[src/rtl/cnt_sched_pkg.sv]
// Shared definitions for the interval scheduler: state encoding, size defaults, terminal count.
package cnt_sched_pkg;

   typedef enum logic [1:0] {
      ST_IDLE = 2'd0,
      ST_LOAD = 2'd1,
      ST_RUN  = 2'd2,
      ST_DONE = 2'd3
   } state_e;

   localparam int NREQ_DEF = 4;
   localparam int CW_DEF   = 4;
   localparam logic [3:0] TERM = 4'hF;

endpackage

[src/rtl/cnt_sched_if.sv]
// Requester-side bus of the scheduler: level requests and lengths in, grant/done/busy/monitor out.
interface cnt_sched_if #(
   parameter int NREQ = cnt_sched_pkg::NREQ_DEF,
   parameter int CW   = cnt_sched_pkg::CW_DEF
);
   logic [NREQ-1:0]    req;
   logic [NREQ*CW-1:0] dur;
   logic [NREQ-1:0]    gnt;
   logic [NREQ-1:0]    done;
   logic               busy;
   logic [CW-1:0]      q_mon;

   modport master (output req, dur, input gnt, done, busy, q_mon);
   modport slave  (input req, dur, output gnt, done, busy, q_mon);
endinterface

[src/rtl/interval_cnt4.sv]
// 4-bit loadable up-counter, wraps F->0; carry-out flags the terminal count.
// Single-cycle update; reset beats load, load beats enable.
module interval_cnt4 import cnt_sched_pkg::*; (
   input  logic       clk,
   input  logic       mr,
   input  logic       load_n,
   input  logic       en,
   input  logic [3:0] d,
   output logic [3:0] q,
   output logic       co
);
   logic [3:0] q_q, q_d;

   always_comb begin
      q_d = q_q;
      if (!load_n)
         q_d = d;
      else if (en)
         q_d = q_q + 4'd1;
   end

   always_ff @(posedge clk or negedge mr) begin
      if (!mr)
         q_q <= 4'd0;
      else
         q_q <= q_d;
   end

   assign q  = q_q;
   assign co = (q_q == TERM);
endmodule

[src/rtl/cnt_sched.sv]
// Round-robin interval scheduler: grant at +1 cycle, dur+1 RUN cycles, done pulse at dur+3.
// Requests are levels; dropping the granted request during LOAD/RUN aborts without done.
module cnt_sched import cnt_sched_pkg::*; #(
   parameter int NREQ = NREQ_DEF,
   parameter int CW   = CW_DEF
) (
   input  logic       clk,
   input  logic       mr,
   cnt_sched_if.slave bus
);
   localparam int IW = $clog2(NREQ);

   state_e          state_q, state_d;
   logic [IW-1:0]   ptr_q, ptr_d;
   logic [IW-1:0]   gnt_id_q, gnt_id_d;
   logic [IW-1:0]   win_id, idx, nxt_id;
   logic            win_vld;
   logic            gnt_req;
   logic [NREQ-1:0] gnt_oh;
   logic [CW-1:0]   cnt_val, cnt_d_in;
   logic            cnt_co, cnt_load_n, cnt_en;

   // First asserted request at or after ptr, wrapping around.
   always_comb begin
      win_vld = 1'b0;
      win_id  = ptr_q;
      idx     = '0;
      for (int k = 0; k < NREQ; k++) begin
         idx = IW'((int'(ptr_q) + k) % NREQ);
         if (!win_vld && bus.req[idx]) begin
            win_vld = 1'b1;
            win_id  = idx;
         end
      end
   end

   assign gnt_req = bus.req[gnt_id_q];
   assign nxt_id  = (gnt_id_q == IW'(NREQ - 1)) ? '0 : gnt_id_q + IW'(1);

   always_comb begin
      state_d  = state_q;
      ptr_d    = ptr_q;
      gnt_id_d = gnt_id_q;
      case (state_q)
         ST_IDLE: begin
            if (win_vld) begin
               gnt_id_d = win_id;
               state_d  = ST_LOAD;
            end
         end
         ST_LOAD: begin
            if (!gnt_req) begin
               ptr_d   = nxt_id;
               state_d = ST_IDLE;
            end else begin
               state_d = ST_RUN;
            end
         end
         ST_RUN: begin
            if (!gnt_req) begin
               ptr_d   = nxt_id;
               state_d = ST_IDLE;
            end else if (cnt_co) begin
               state_d = ST_DONE;
            end
         end
         ST_DONE: begin
            ptr_d   = nxt_id;
            state_d = ST_IDLE;
         end
         default: state_d = ST_IDLE;
      endcase
   end

   always_ff @(posedge clk or negedge mr) begin
      if (!mr) begin
         state_q  <= ST_IDLE;
         ptr_q    <= '0;
         gnt_id_q <= '0;
      end else begin
         state_q  <= state_d;
         ptr_q    <= ptr_d;
         gnt_id_q <= gnt_id_d;
      end
   end

   // Enable is held off once at terminal count so q_mon never wraps into DONE.
   assign cnt_load_n = (state_q != ST_LOAD);
   assign cnt_en     = (state_q == ST_RUN) && !cnt_co;
   assign cnt_d_in   = CW'(TERM) - bus.dur[int'(gnt_id_q)*CW +: CW];

   interval_cnt4 u_cnt (
      .clk    (clk),
      .mr     (mr),
      .load_n (cnt_load_n),
      .en     (cnt_en),
      .d      (cnt_d_in),
      .q      (cnt_val),
      .co     (cnt_co)
   );

   assign gnt_oh    = NREQ'(1) << gnt_id_q;
   assign bus.gnt   = (state_q != ST_IDLE) ? gnt_oh : '0;
   assign bus.done  = (state_q == ST_DONE) ? gnt_oh : '0;
   assign bus.busy  = (state_q == ST_LOAD) || (state_q == ST_RUN);
   assign bus.q_mon = cnt_val;
endmodule

[src/flat_wrapper.sv]
// flat-port wrapper written by rule: the top's interface ports become plain ports
module cnt_sched_flat import cnt_sched_pkg::*;
#(
   parameter int NREQ = NREQ_DEF,
   parameter int CW   = CW_DEF
)
  (clk, mr, bus_req, bus_dur, bus_gnt, bus_done, bus_busy, bus_q_mon);
  cnt_sched_if #(.NREQ(NREQ), .CW(CW)) bus_i ();
  input  logic clk;
  input  logic mr;
  input wire logic [$bits(bus_i.req)-1:0] bus_req;
  input wire logic [$bits(bus_i.dur)-1:0] bus_dur;
  output wire logic [$bits(bus_i.gnt)-1:0] bus_gnt;
  output wire logic [$bits(bus_i.done)-1:0] bus_done;
  output wire logic [$bits(bus_i.busy)-1:0] bus_busy;
  output wire logic [$bits(bus_i.q_mon)-1:0] bus_q_mon;
  assign bus_i.req = bus_req;
  assign bus_i.dur = bus_dur;
  assign bus_gnt = bus_i.gnt;
  assign bus_done = bus_i.done;
  assign bus_busy = bus_i.busy;
  assign bus_q_mon = bus_i.q_mon;
  cnt_sched #(.NREQ(NREQ), .CW(CW)) u_core (.clk(clk), .mr(mr), .bus(bus_i));
endmodule
[config.mk]
export PLATFORM = sky130hd
export DESIGN_NAME = cnt_sched_flat
export DESIGN_NICKNAME = d
export VERILOG_FILES = /design/src/rtl/cnt_sched_pkg.sv /design/src/rtl/cnt_sched_if.sv /design/src/rtl/interval_cnt4.sv /design/src/rtl/cnt_sched.sv /design/src/flat_wrapper.sv
export SDC_FILE = /design/constraint.sdc
export NUM_CORES = 1
export LEC_CHECK = 0
export ABC_CLOCK_PERIOD_IN_PS = 2300
export CAP_MARGIN = 20
export CORE_MARGIN = 5
export CORE_UTILIZATION = 37
export CTS_CLUSTER_DIAMETER = 80
export DETAILED_ROUTE_END_ITERATION = 8
export PLACE_DENSITY = 0.68
export SETUP_SLACK_MARGIN = 0.15
export SLEW_MARGIN = 10
export SYNTH_ARGS = -nofsm -noshare
export SYNTH_HDL_FRONTEND = slang
export SYNTH_HIERARCHICAL = 1
export SYNTH_SLANG_ARGS = --single-unit
[constraint.sdc]
create_clock -name clk -period 2.3 [get_ports clk]
set_clock_uncertainty 0.1 [all_clocks]
set_input_delay 0.23 -clock clk [delete_from_list [all_inputs] [get_ports clk]]
set_output_delay 0.23 -clock clk [all_outputs]
set_load 0.05 [all_outputs]
==> Flow_metrics.wiki, run 1 <==
{| class="wikitable"
! Metric !! Value
|-
| Most instantiated library cell after synthesis || inv_1
|-
| Setup Viol. Count Final || 0
|-
| Fraction of layout instances using a drive strength above 1 || between 15 and 20%
|-
| Drt initial violations || 23
|-
| Number of antenna diodes || 0
|-
| Routed vias || about 850
|-
| Leakage component of the power || slightly above 0.6 nW
|-
| Total power per unit cell area || approximately 1300 nW/um2
|-
| Crit path max-delay cell type || dfrtp_1
|-
| Core region area || between 2000 and 2500 um2
|-
| Final HPWL from detailed placement || about 1.8 mm
|-
| FP Rows || 18
|-
| CP Launch Point || u_core/state_q[1]$_DFFE_PN0P_
|-
| Tightest Hold Check Type || primary input to async pin
|-
| Worst slew margin relative to its limit || 66.9%
|-
| Antenna viol nets, final || 0
|-
| Adder and majority cell fraction of the synthesized area || 11.7%
|-
| Data required time at the worst endpoint || approximately 2400 ps
|-
| Post-synthesis instance total || between 90 and 100
|-
| Startpoint of the worst register-to-register path || u_core/state_q[1]$_DFFE_PN0P_
|-
| GR Util met2 || a little under a quarter
|-
| Net count reported at finish || ~170
|-
| Data arrival time at the worst-slack endpoint || between 1500 and 2000 ps
|-
| Status || completed
|-
| Top Ports || 35
|-
| Post-synthesis xor/xnor area fraction || around 2.7%
|-
| Slowest stage delay, CP || 430 ps
|-
| Number of design rule violations left after detail routing || 0
|-
| Area share of and/or/nand/nor cells after synthesis || between 15 and 20%
|-
| Drt via density || between 5 and 6
|-
| Post-cts sizing count || 0
|-
| Share of the yosys chip area belonging to registers || 26.0%
|-
| Power Total || around 1.7 mW
|-
| Asr flop ratio synth || 100%
|-
| Fin. Hold Viols || 0
|-
| Worst-case register-to-register setup slack || ~430 ps
|-
| Vias in the first global route || 835
|-
| DR pass1 iterations || 4
|-
| Clk Latency, worst-skew pair || between 200 and 300 ps
|-
| Overall die width || slightly above 60 um
|-
| Top cells by area, synth || dfrtp_1 (26%), ha_1 (12%), mux4_1 (11%)
|-
| Average instance area after synthesis || about 9.8 um2
|-
| Global-route wire length before repair || 3.44 mm
|-
| CP Max Fanout || 5
|-
| CTS HTree Levels || 1
|-
| Final Wtd Congestion || approximately 0.76
|-
| Hold bufs inserted after CTS || 0
|-
| Dominant combinational cell family by area after synthesis || multiplexers
|-
| Final number of max-transition violations || 0
|-
| Cell type with the highest aggregate area in the netlist || dfrtp_1
|-
| Clock buffer depth || 2
|-
| Met3 Usage GRT || between 3 and 4%
|-
| Num CTS Buffers || 3
|-
| Element type at the critical path end || flip-flop
|-
| Actual transition at the worst max-transition pin || 496 ps
|-
| Fraction of synthesized area in multiplexers || between 20% and 30%
|-
| Cell Area, Synth || roughly 960 um2
|-
| Number of max-capacitance violations reported || 0
|-
| Largest vdd supply drop || between 700 and 800 uV
|-
| Number of enable flip-flop cells after synthesis || 0
|-
| Synth warn || 6
|-
| CTS tree || built
|-
| Sinks on the clock net || 10
|-
| Final critical-path required period || around 1900 ps
|-
| Unique cell type count in the Yosys netlist || 36
|-
| Ratio of final minimum period to clock period || 81.3%
|-
| Busiest layer in global routing || met2
|-
| FF+latch count, synth || 10
|-
| Clock root buffer master || clkbuf_4
|-
| Critical-path cell list || inv_1 -> ha_1 -> and2_1 -> a221oi_2 -> mux2_1
|-
| Post-CTS Setup Repair Bufs || 0
|-
| Fraction of synthesized cell area taken by the top area cell type || between 20% and 30%
|-
| Die area || 3720 um2
|-
| Total congestion overflow || 0
|-
| Flip-flop cell with the highest count after synthesis || dfrtp_1
|-
| Commonest cells in the netlist || inv_1 (12), dfrtp_1 (10), ha_1 (9)
|-
| Total global routing track utilization || ~13%
|-
| Initial antenna violation count || 0
|-
| Share of the synthesized area in compound gates (AO/OA/AOI/OAI) || between 10% and 20%
|-
| Clock-pin slew of the registers on the worst-case setup and hold paths || roughly 80 ps
|-
| Highest achievable clock rate || about 0.54 GHz
|-
| Sum of negative setup slack || 0 ps
|-
| Start-to-end type of the worst setup path || flip-flop to flip-flop
|-
| End of the worst register-to-register path || u_core/ptr_q[0]$_DFFE_PN0P_
|-
| Endpoint of the most critical setup path || u_core/ptr_q[0]$_DFFE_PN0P_
|-
| Worst Reg2Reg Path Length in Cells || 5
|-
| Number of port buffers || 34
|-
| WL per Instance || 13.3 um
|-
| Setup repair after global routing missed its margin || no
|-
| Post-detailed-routing wire length || ~2.2 mm
|-
| Met1 Usage GRT || between 10 and 15%
|-
| Largest net degree at the start of global routing || 12
|-
| Layout overhead on the synthesized area || 39.5%
|-
| Number of nets in the synthesized netlist || between 100 and 150
|-
| Height of the chip || a little over 60 um
|-
| Sort of element at the start of the critical path || flip-flop
|-
| Starting density of the core || 38.8%
|}
[stage by stage]
step / utilization [%] / std cells / instance area (um2) / hold WS [ps] / worst slack, ps
after floorplan: - / 98 / 961 / -166 / 269
after global routing: 54.1 / 163 / 1340 / 216 / 298
after detailed placement: 52.6 / 159 / 1300 / 456 / 339
after CTS: 54.1 / 163 / 1340 / 183 / 428
after global placement: 52.6 / 159 / 1300 / 443 / 369
final: 54.1 / 163 / 1340 / 168 / 431
[cell usage in the layout, fill, tap and decap left out, types with 2 or more instances in the layout]
master and instances:
xor2_1 2, mux2_4 2, mux4_1 4, inv_1 12
ha_1 9, clkbuf_4 3, buf_4 11, nor2_1 8
nand2_1 2, dfrtp_1 10, o21ai_0 3, clkdlybuf4s50_1 25
and2_1 5, mux2_1 2, a21oi_1 5, nor2b_1 8
mux2i_1 2
[worst max-delay path: cells and delay by family, from the launching register on]
kind | cells | cell delay (ps)
AND/OR/NAND/NOR | 1 | 160
buffers and inverters | 1 | 80
flip-flops | 1 | 430
adder cells (fa/ha/maj) | 1 | 300
multiplexers | 1 | 350
AO/OA/AOI/OAI | 1 | 330
[layout make-up]
type | count | area (um2)
sequential | 10 | 250
fill | 229 | 1140
inverter | 12 | 45.0
multi-input combinational | 71 | 638
clock buffer | 4 | 36.3
timing repair buffer | 36 | 333
tap | 30 | 37.5
[worst min path at each step]
stage                                            from  depth (start not counted)                              to
after floorplan                                    mr                          0  u_core/gnt_id_q[0]$_DFFE_PN0P_
after global placement    u_core/ptr_q[0]$_DFFE_PN0P_                          1     u_core/ptr_q[0]$_DFFE_PN0P_
after detailed placement  u_core/ptr_q[0]$_DFFE_PN0P_                          1     u_core/ptr_q[0]$_DFFE_PN0P_
after CTS                                          mr                          1   u_core/u_cnt/q[1]$_DFFE_PN0P_
after global routing                               mr                          1   u_core/u_cnt/q[1]$_DFFE_PN0P_
final                                              mr                          1   u_core/u_cnt/q[1]$_DFFE_PN0P_
[flip-flops by register name (all words and copies together), names as in the netlist]
| name | flops |
|---|---|
| u_core/u_cnt/q | 4 |
| u_core/gnt_id_q | 2 |
| u_core/state_q | 2 |
| u_core/ptr_q | 2 |
[power breakdown]
| group | internal [mW] | switching (mW) | leakage, nW | total, mW |
|---|---|---|---|---|
| Sequential | 0.263 | 0.132 | 0.116 | 0.395 |
| Clock | 0.0961 | 0.0704 | 0.0210 | 0.166 |
| Combinational | 0.490 | 0.633 | 0.468 | 1.12 |
[logic make-up (layout without fill, tap and decap cells)]
family | Yosys count | in the layout
simple gates | 30 | 30
fa+ha+maj | 9 | 9
buf+inv | 17 | 52
mux | 11 | 11
compound gates | 18 | 18
xor+xnor | 3 | 3
flops | 10 | 10
[routing by layer]
metal	up-vias	share of wire [%]	wire length, um
met5	-	0	0
met1	394	41	893
met4	0	1.1	23
met2	21	54	1170
li1	426	-	-
met3	4	3.6	79
(Power assumes the default switching activity.)
==> run 2: changes to the inputs <==
- ABC_CLOCK_PERIOD_IN_PS: 2300 -> 1600
- PLACE_DENSITY: 0.68 -> 0.71
- clock period: 2.3 -> 1.6 ns (I/O delays scaled with it)
==> run 2 against run 1 <==
Net effect:
- cell area increased by 37%
- largest cell class unchanged
- the flow now finishes with violations (negative setup slack)
- sequential power rose by 35%
- cell count is 17% higher
- count of clock-buffer cells in the layout unchanged
- setup slack got worse by 540 ps
- first-iteration DRC count rose by 57%
==> Flow_metrics.wiki, run 2 (same netlist as run 1, synthesis figures left out) <==
{| class="wikitable"
! Metric !! Value
|-
| Status || finished with violations
|-
| Violations in the final reports || negative setup slack
|-
| CTS HTree Levels || 1 (unchanged)
|-
| CP Max Fanout || 3 (-2)
|-
| Data required time at the worst endpoint || 1660 ps (-690 ps)
|-
| Antenna viol nets, final || 0 (unchanged)
|-
| Hold bufs inserted after CTS || 0 (unchanged)
|-
| Element type at the critical path end || flip-flop
|-
| Clock-pin slew of the registers on the worst-case setup and hold paths || 80 ps (about the same)
|-
| Total power per unit cell area || 1980 nW/um2 (+57%)
|-
| Drt initial violations || 36 (+57%)
|-
| Starting density of the core || 38.8% (unchanged)
|-
| Net count reported at finish || 192 (+16%)
|-
| Highest-count cells in the layout ignoring fill and taps || buf_4 (25), clkdlybuf4s50_1 (21)
|-
| Flip-flop count of the largest register, all copies and words added || 4 (unchanged)
|-
| Start-to-end type of the worst setup path || flip-flop to flip-flop
|-
| Post-detailed-routing wire length || 3.01 mm (+39%)
|-
| Most common cell after layout, fill and taps aside || buf_4
|-
| Number of cells on the critical path || 5 (unchanged)
|-
| Vias in the first global route || 947 (+13%)
|-
| Total congestion overflow || 0 (unchanged)
|-
| Ratio of final minimum period to clock period || 107% (+26 points)
|-
| Critical-path cell list || inv_2 -> ha_4 -> and2_4 -> a221oi_4 -> mux2_4
|-
| Setup repair after global routing missed its margin || yes
|-
| Clock buffer depth || 2 (unchanged)
|-
| Drt via density || 5.13 (-1.1%)
|-
| CTS tree || built
|-
| DR pass1 iterations || 4 (unchanged)
|-
| Setup Viol. Count Final || 11 (+11)
|-
| Final number of max-transition violations || 0 (unchanged)
|-
| Number of design rule violations left after detail routing || 0 (unchanged)
|-
| Worst Reg2Reg Path Length in Cells || 5 (unchanged)
|-
| Tightest Hold Check Type || primary input to async pin
|-
| Data arrival time at the worst-slack endpoint || 1770 ps (-150 ps)
|-
| Highest achievable clock rate || 0.585 GHz (+9.4%)
|-
| Post-layout instance area || 1830 um2 (+37%)
|-
| Number of antenna diodes || 0 (unchanged)
|-
| WL per Instance || 15.8 um (+19%)
|-
| Total global routing track utilization || 17.0% (+4.2 points)
|-
| Top Ports || 35 (unchanged)
|-
| Routed vias || 974 (+15%)
|-
| Sinks on the clock net || 10 (unchanged)
|-
| Overall die width || 61.0 um (unchanged)
|-
| Clk Latency, worst-skew pair || 280 ps (about the same)
|-
| Fraction of layout instances using a drive strength above 1 || 56.3% (+41 points)
|-
| Fin. Hold Viols || 0 (unchanged)
|-
| Clock root buffer master || clkbuf_4
|-
| Leakage component of the power || 0.780 nW (+29%)
|-
| Number of port buffers || 34 (unchanged)
|-
| FP Rows || 18 (unchanged)
|-
| Number of max-capacitance violations reported || 0 (unchanged)
|-
| Actual transition at the worst max-transition pin || 483 ps (-12.6 ps)
|-
| Largest vdd supply drop || 1370 uV (+78%)
|-
| Slowest stage delay, CP || 400 ps (-30 ps)
|-
| Height of the chip || 61.0 um (unchanged)
|-
| PnR worst setup slack || -108 ps (-540 ps)
|-
| Final Wtd Congestion || 0.782 (+2.5%)
|-
| Worst path top cell family by delay || flip-flops
|-
| Sort of element at the start of the critical path || flip-flop
|-
| Placed cell area || 1560 um2 (+20%)
|-
| Final critical-path required period || 1710 ps (-160 ps)
|-
| Worst slew margin relative to its limit || 67.5% (+0.65 points)
|-
| Crit path max-delay cell type || dfrtp_1
|-
| Die area || 3720 um2 (unchanged)
|-
| Initial antenna violation count || 0 (unchanged)
|-
| Power Total || 3.62 mW (+110%)
|-
| Num CTS Buffers || 3 (unchanged)
|-
| Crit path buffers/inverters || 1 (unchanged)
|-
| Layout overhead on the synthesized area || 90.5%
|-
| Largest net degree at the start of global routing || 11 (-1)
|-
| Final HPWL from detailed placement || 2.14 mm (+18%)
|-
| Global-route wire length before repair || 4.57 mm (+33%)
|-
| Core region area || 2480 um2 (unchanged)
|}
run 2: path summary, 6_finish.rpt:
kind | startpoint | end | slack [ps]
setup reg to reg | u_core/state_q[0]$_DFFE_PN0P_ | u_core/ptr_q[1]$_DFFE_PN0P_ | -110
hold reg to reg | u_core/ptr_q[0]$_DFFE_PN0P_ | u_core/ptr_q[0]$_DFFE_PN0P_ | 510
max in group asynchronous | mr | u_core/gnt_id_q[1]$_DFFE_PN0P_ | 940
hold / removal | mr | u_core/u_cnt/q[3]$_DFFE_PN0P_ | 100
setup / recovery | u_core/state_q[0]$_DFFE_PN0P_ | u_core/ptr_q[1]$_DFFE_PN0P_ | -110
min in group clk | u_core/ptr_q[0]$_DFFE_PN0P_ | u_core/ptr_q[0]$_DFFE_PN0P_ | 510
run 2: area by class of cell:
class | count | area, um2
clock buffer | 4 | 36.3
fill | 171 | 647
inverter | 12 | 50.0
timing repair buffer | 63 | 662
multi-input combinational | 71 | 791
tap | 30 | 37.5
sequential | 10 | 254
run 2: report_power, final:
part           internal [mW]  switching [mW]  total (mW)
clock network          0.139           0.106       0.244
logic                   1.51            1.33        2.84
registers              0.387           0.148       0.535
run 2: through the flow:
step	hold slack (ps)	std cells	setup TNS (ps)	util [%]	worst slack, ps
3_3_place_gp	425	173	-420	62.9	-127
3_5_place_dp	424	173	-627	62.9	-155
5_1_grt	145	190	-1360	73.9	-140
2_1_floorplan	-236	98	-353	-	-149
6_report	96.0	190	-591	73.9	-108
4_1_cts	110	185	-513	71.5	-107
run 2: timing repair:
action	in CTS	in global routing
endpoints found under the setup margin	17	17
gates cloned	0	0
resized for setup	35	11
setup buffers	8	5
pin swaps	4	7
endpoints found under the hold margin	0	0
run 2: routing by layer:
layer	share of wire (%)	track usage (%)
met3	4.3	2.34
met5	0	0
met4	3.1	8.67
met1	41	21.4
met2	52	28.4
==> run 3: changes to the inputs <==
- CORE_ASPECT_RATIO: unset -> 1.1
- SETUP_SLACK_MARGIN: 0.15 -> unset
==> run 3 against run 2 <==
Net effect:
- the flow still finishes with violations (negative setup slack)
- combinational power fell by 4%
- core utilization fell by 3.7 points
- non-clock buffer count decreased by 6
- total power down 4.6%
- setup slack improved by 3.3 ps
- routed wire length grew 2.1%
- register-to-register slack hardly changed
- die area barely moved
- global-route usage decreased by 0.53 points
- critical endpoint is now u_core/ptr_q[0]$_DFFE_PN0P_
- highest routed layer unchanged
==> Flow_metrics.wiki, run 3 (same netlist as run 1, synthesis figures left out) <==
{| class="wikitable"
! Metric !! Value
|-
| Start-to-end type of the worst setup path || flip-flop to flip-flop
|-
| Height of the chip || 63.5 um (+4.1%)
|-
| Overall die width || 58.6 um (-3.9%)
|-
| Met1 Usage GRT || 18.0% (-3.3 points)
|-
| Post-detailed-routing wire length || 3.07 mm (+2.1%)
|-
| Number of max-capacitance violations reported || 0 (unchanged)
|-
| Sort of element at the start of the critical path || flip-flop
|-
| Highest achievable clock rate || 0.586 GHz (+0.19%)
|-
| Met3 Usage GRT || 2.45% (+0.11 points)
|-
| Net count reported at finish || 186 (-3.1%)
|-
| Highest-count cells in the layout ignoring fill and taps || buf_4 (22), clkdlybuf4s50_1 (21), dfrtp_1 (8)
|-
| Sum of negative setup slack || -268 ps (+323 ps)
|-
| Total congestion overflow || 0 (unchanged)
|-
| Layout overhead on the synthesized area || 82.3%
|-
| Largest vdd supply drop || 1360 uV (-1.3%)
|-
| Data arrival time at the worst-slack endpoint || 1760 ps (about the same)
|-
| Flip-flop count of the largest register, all copies and words added || 4 (unchanged)
|-
| Element type at the critical path end || flip-flop
|-
| Most common cell after layout, fill and taps aside || buf_4
|-
| Drt via density || 5.20 (+1.4%)
|-
| Final critical-path required period || 1710 ps (-3.26 ps)
|-
| Fraction of layout instances using a drive strength above 1 || 51.9% (-4.3 points)
|-
| Number of design rule violations left after detail routing || 0 (unchanged)
|-
| Total power per unit cell area || 1970 nW/um2 (-0.29%)
|-
| PnR worst setup slack || -105 ps (+3.26 ps)
|-
| Num CTS Buffers || 3 (unchanged)
|-
| Fin. Hold Viols || 0 (unchanged)
|-
| Ratio of final minimum period to clock period || 107% (-0.20 points)
|-
| Number of port buffers || 34 (unchanged)
|-
| Clock-pin slew of the registers on the worst-case setup and hold paths || 70 ps (about the same)
|-
| Initial antenna violation count || 0 (unchanged)
|-
| FP Rows || 19 (+1)
|-
| CP Max Fanout || 2 (-1)
|-
| Clock buffer depth || 2 (unchanged)
|-
| Drt initial violations || 11 (-69%)
|-
| Sinks on the clock net || 10 (unchanged)
|-
| Violations in the final reports || negative setup slack
|-
| Antenna viol nets, final || 0 (unchanged)
|-
| Actual transition at the worst max-transition pin || 492 ps (+8.70 ps)
|-
| End of the worst register-to-register path || u_core/ptr_q[0]$_DFFE_PN0P_
|-
| Die area || 3720 um2 (about the same)
|-
| Critical-path cell list || buf_6 -> mux2_4 -> a221oi_4 -> mux2_4
|-
| Setup Viol. Count Final || 6 (-5)
|-
| Clk Latency, worst-skew pair || 270 ps (about the same)
|-
| Crit path buffers/inverters || 1 (unchanged)
|-
| Leakage component of the power || 0.735 nW (-5.9%)
|-
| CP Launch Point || u_core/gnt_id_q[0]$_DFFE_PN0P_
|-
| Startpoint of the worst register-to-register path || u_core/gnt_id_q[0]$_DFFE_PN0P_
|-
| Number of antenna diodes || 0 (unchanged)
|-
| Top Ports || 35 (unchanged)
|-
| Cell repeated most along the worst path || mux2_4
|-
| DR pass1 iterations || 4 (unchanged)
|-
| Hold bufs inserted after CTS || 0 (unchanged)
|-
| Worst slew margin relative to its limit || 67.1% (-0.39 points)
|-
| Placed cell area || 1520 um2 (-2.6%)
|-
| Power Total || 3.45 mW (-4.6%)
|-
| Tightest Hold Check Type || primary input to async pin
|-
| Routed vias || 962 (-1.2%)
|-
| Worst-case register-to-register setup slack || -110 ps (about the same)
|-
| Setup repair after global routing missed its margin || yes
|-
| Clock root buffer master || clkbuf_4
|-
| CTS tree || built
|-
| Largest net degree at the start of global routing || 11 (unchanged)
|-
| WL per Instance || 16.6 um (+4.8%)
|-
| Core region area || 2500 um2 (+0.76%)
|-
| Data required time at the worst endpoint || 1660 ps (about the same)
|-
| Total global routing track utilization || 16.5% (-0.53 points)
|-
| GR Util met2 || 31.4% (+3.0 points)
|-
| Starting density of the core || 38.5% (-0.29 points)
|-
| Vias in the first global route || 971 (+2.5%)
|-
| Slowest stage delay, CP || 410 ps (about the same)
|-
| Status || finished with violations
|-
| Worst Reg2Reg Path Length in Cells || 4 (-1)
|-
| Final Wtd Congestion || 0.859 (+9.8%)
|-
| Busiest layer in global routing || met2
|-
| Post-layout instance area || 1750 um2 (-4.3%)
|-
| Global-route wire length before repair || 4.80 mm (+5.0%)
|-
| Crit path max-delay cell type || dfrtp_1
|-
| Worst hold slack || 115 ps (+19.0 ps)
|-
| Final number of max-transition violations || 0 (unchanged)
|-
| Worst path top cell family by delay || multiplexers
|-
| Final HPWL from detailed placement || 2.18 mm (+1.7%)
|-
| CTS HTree Levels || 1 (unchanged)
|}
==> run 3: through the flow <==
stage | cells | worst slack, ps | util (%)
after floorplan | 98 | -172 | -
after global placement | 174 | -124 | 60.8
after detailed placement | 174 | -190 | 60.8
after CTS | 182 | -86.7 | 65.7
after global routing | 185 | -152 | 70.2
final | 185 | -105 | 70.2
==> run 3: worst max path at each step <==
stage / cells past startpoint / end
detailed placement: 4 / u_core/ptr_q[0]$_DFFE_PN0P_
global route: 4 / u_core/ptr_q[0]$_DFFE_PN0P_
finish: 4 / u_core/ptr_q[0]$_DFFE_PN0P_
global placement: 4 / u_core/ptr_q[1]$_DFFE_PN0P_
floorplan: 4 / bus_gnt[0]
CTS: 4 / u_core/ptr_q[0]$_DFFE_PN0P_
==> run 3: power breakdown <==
part	switching (mW)	total (mW)	internal (mW)
clock	0.0992	0.196	0.0966
combinational	1.34	2.72	1.39
sequential	0.146	0.531	0.385
==> run 3: area by class of cell <==
cell class,instances,area [um2]
multi-input combinational,71,783
fill,195,744
timing repair buffer,57,598
sequential,10,253
inverter,12,52.6
tap,31,38.8
clock buffer,4,26.3
==> run 3: what timing repair did <==
action	4_1_cts	5_1_grt
pin swaps	3	0
endpoints found under the setup margin	13	15
gates resized for setup	22	27
setup buffers	4	3
==> run 3: routing by layer <==
metal / vias up / share of wire [%]
li1: 459 / -
met1: 474 / 37
met2: 19 / 58
met3: 10 / 2.5
met4: 0 / 2.6
met5: - / 0
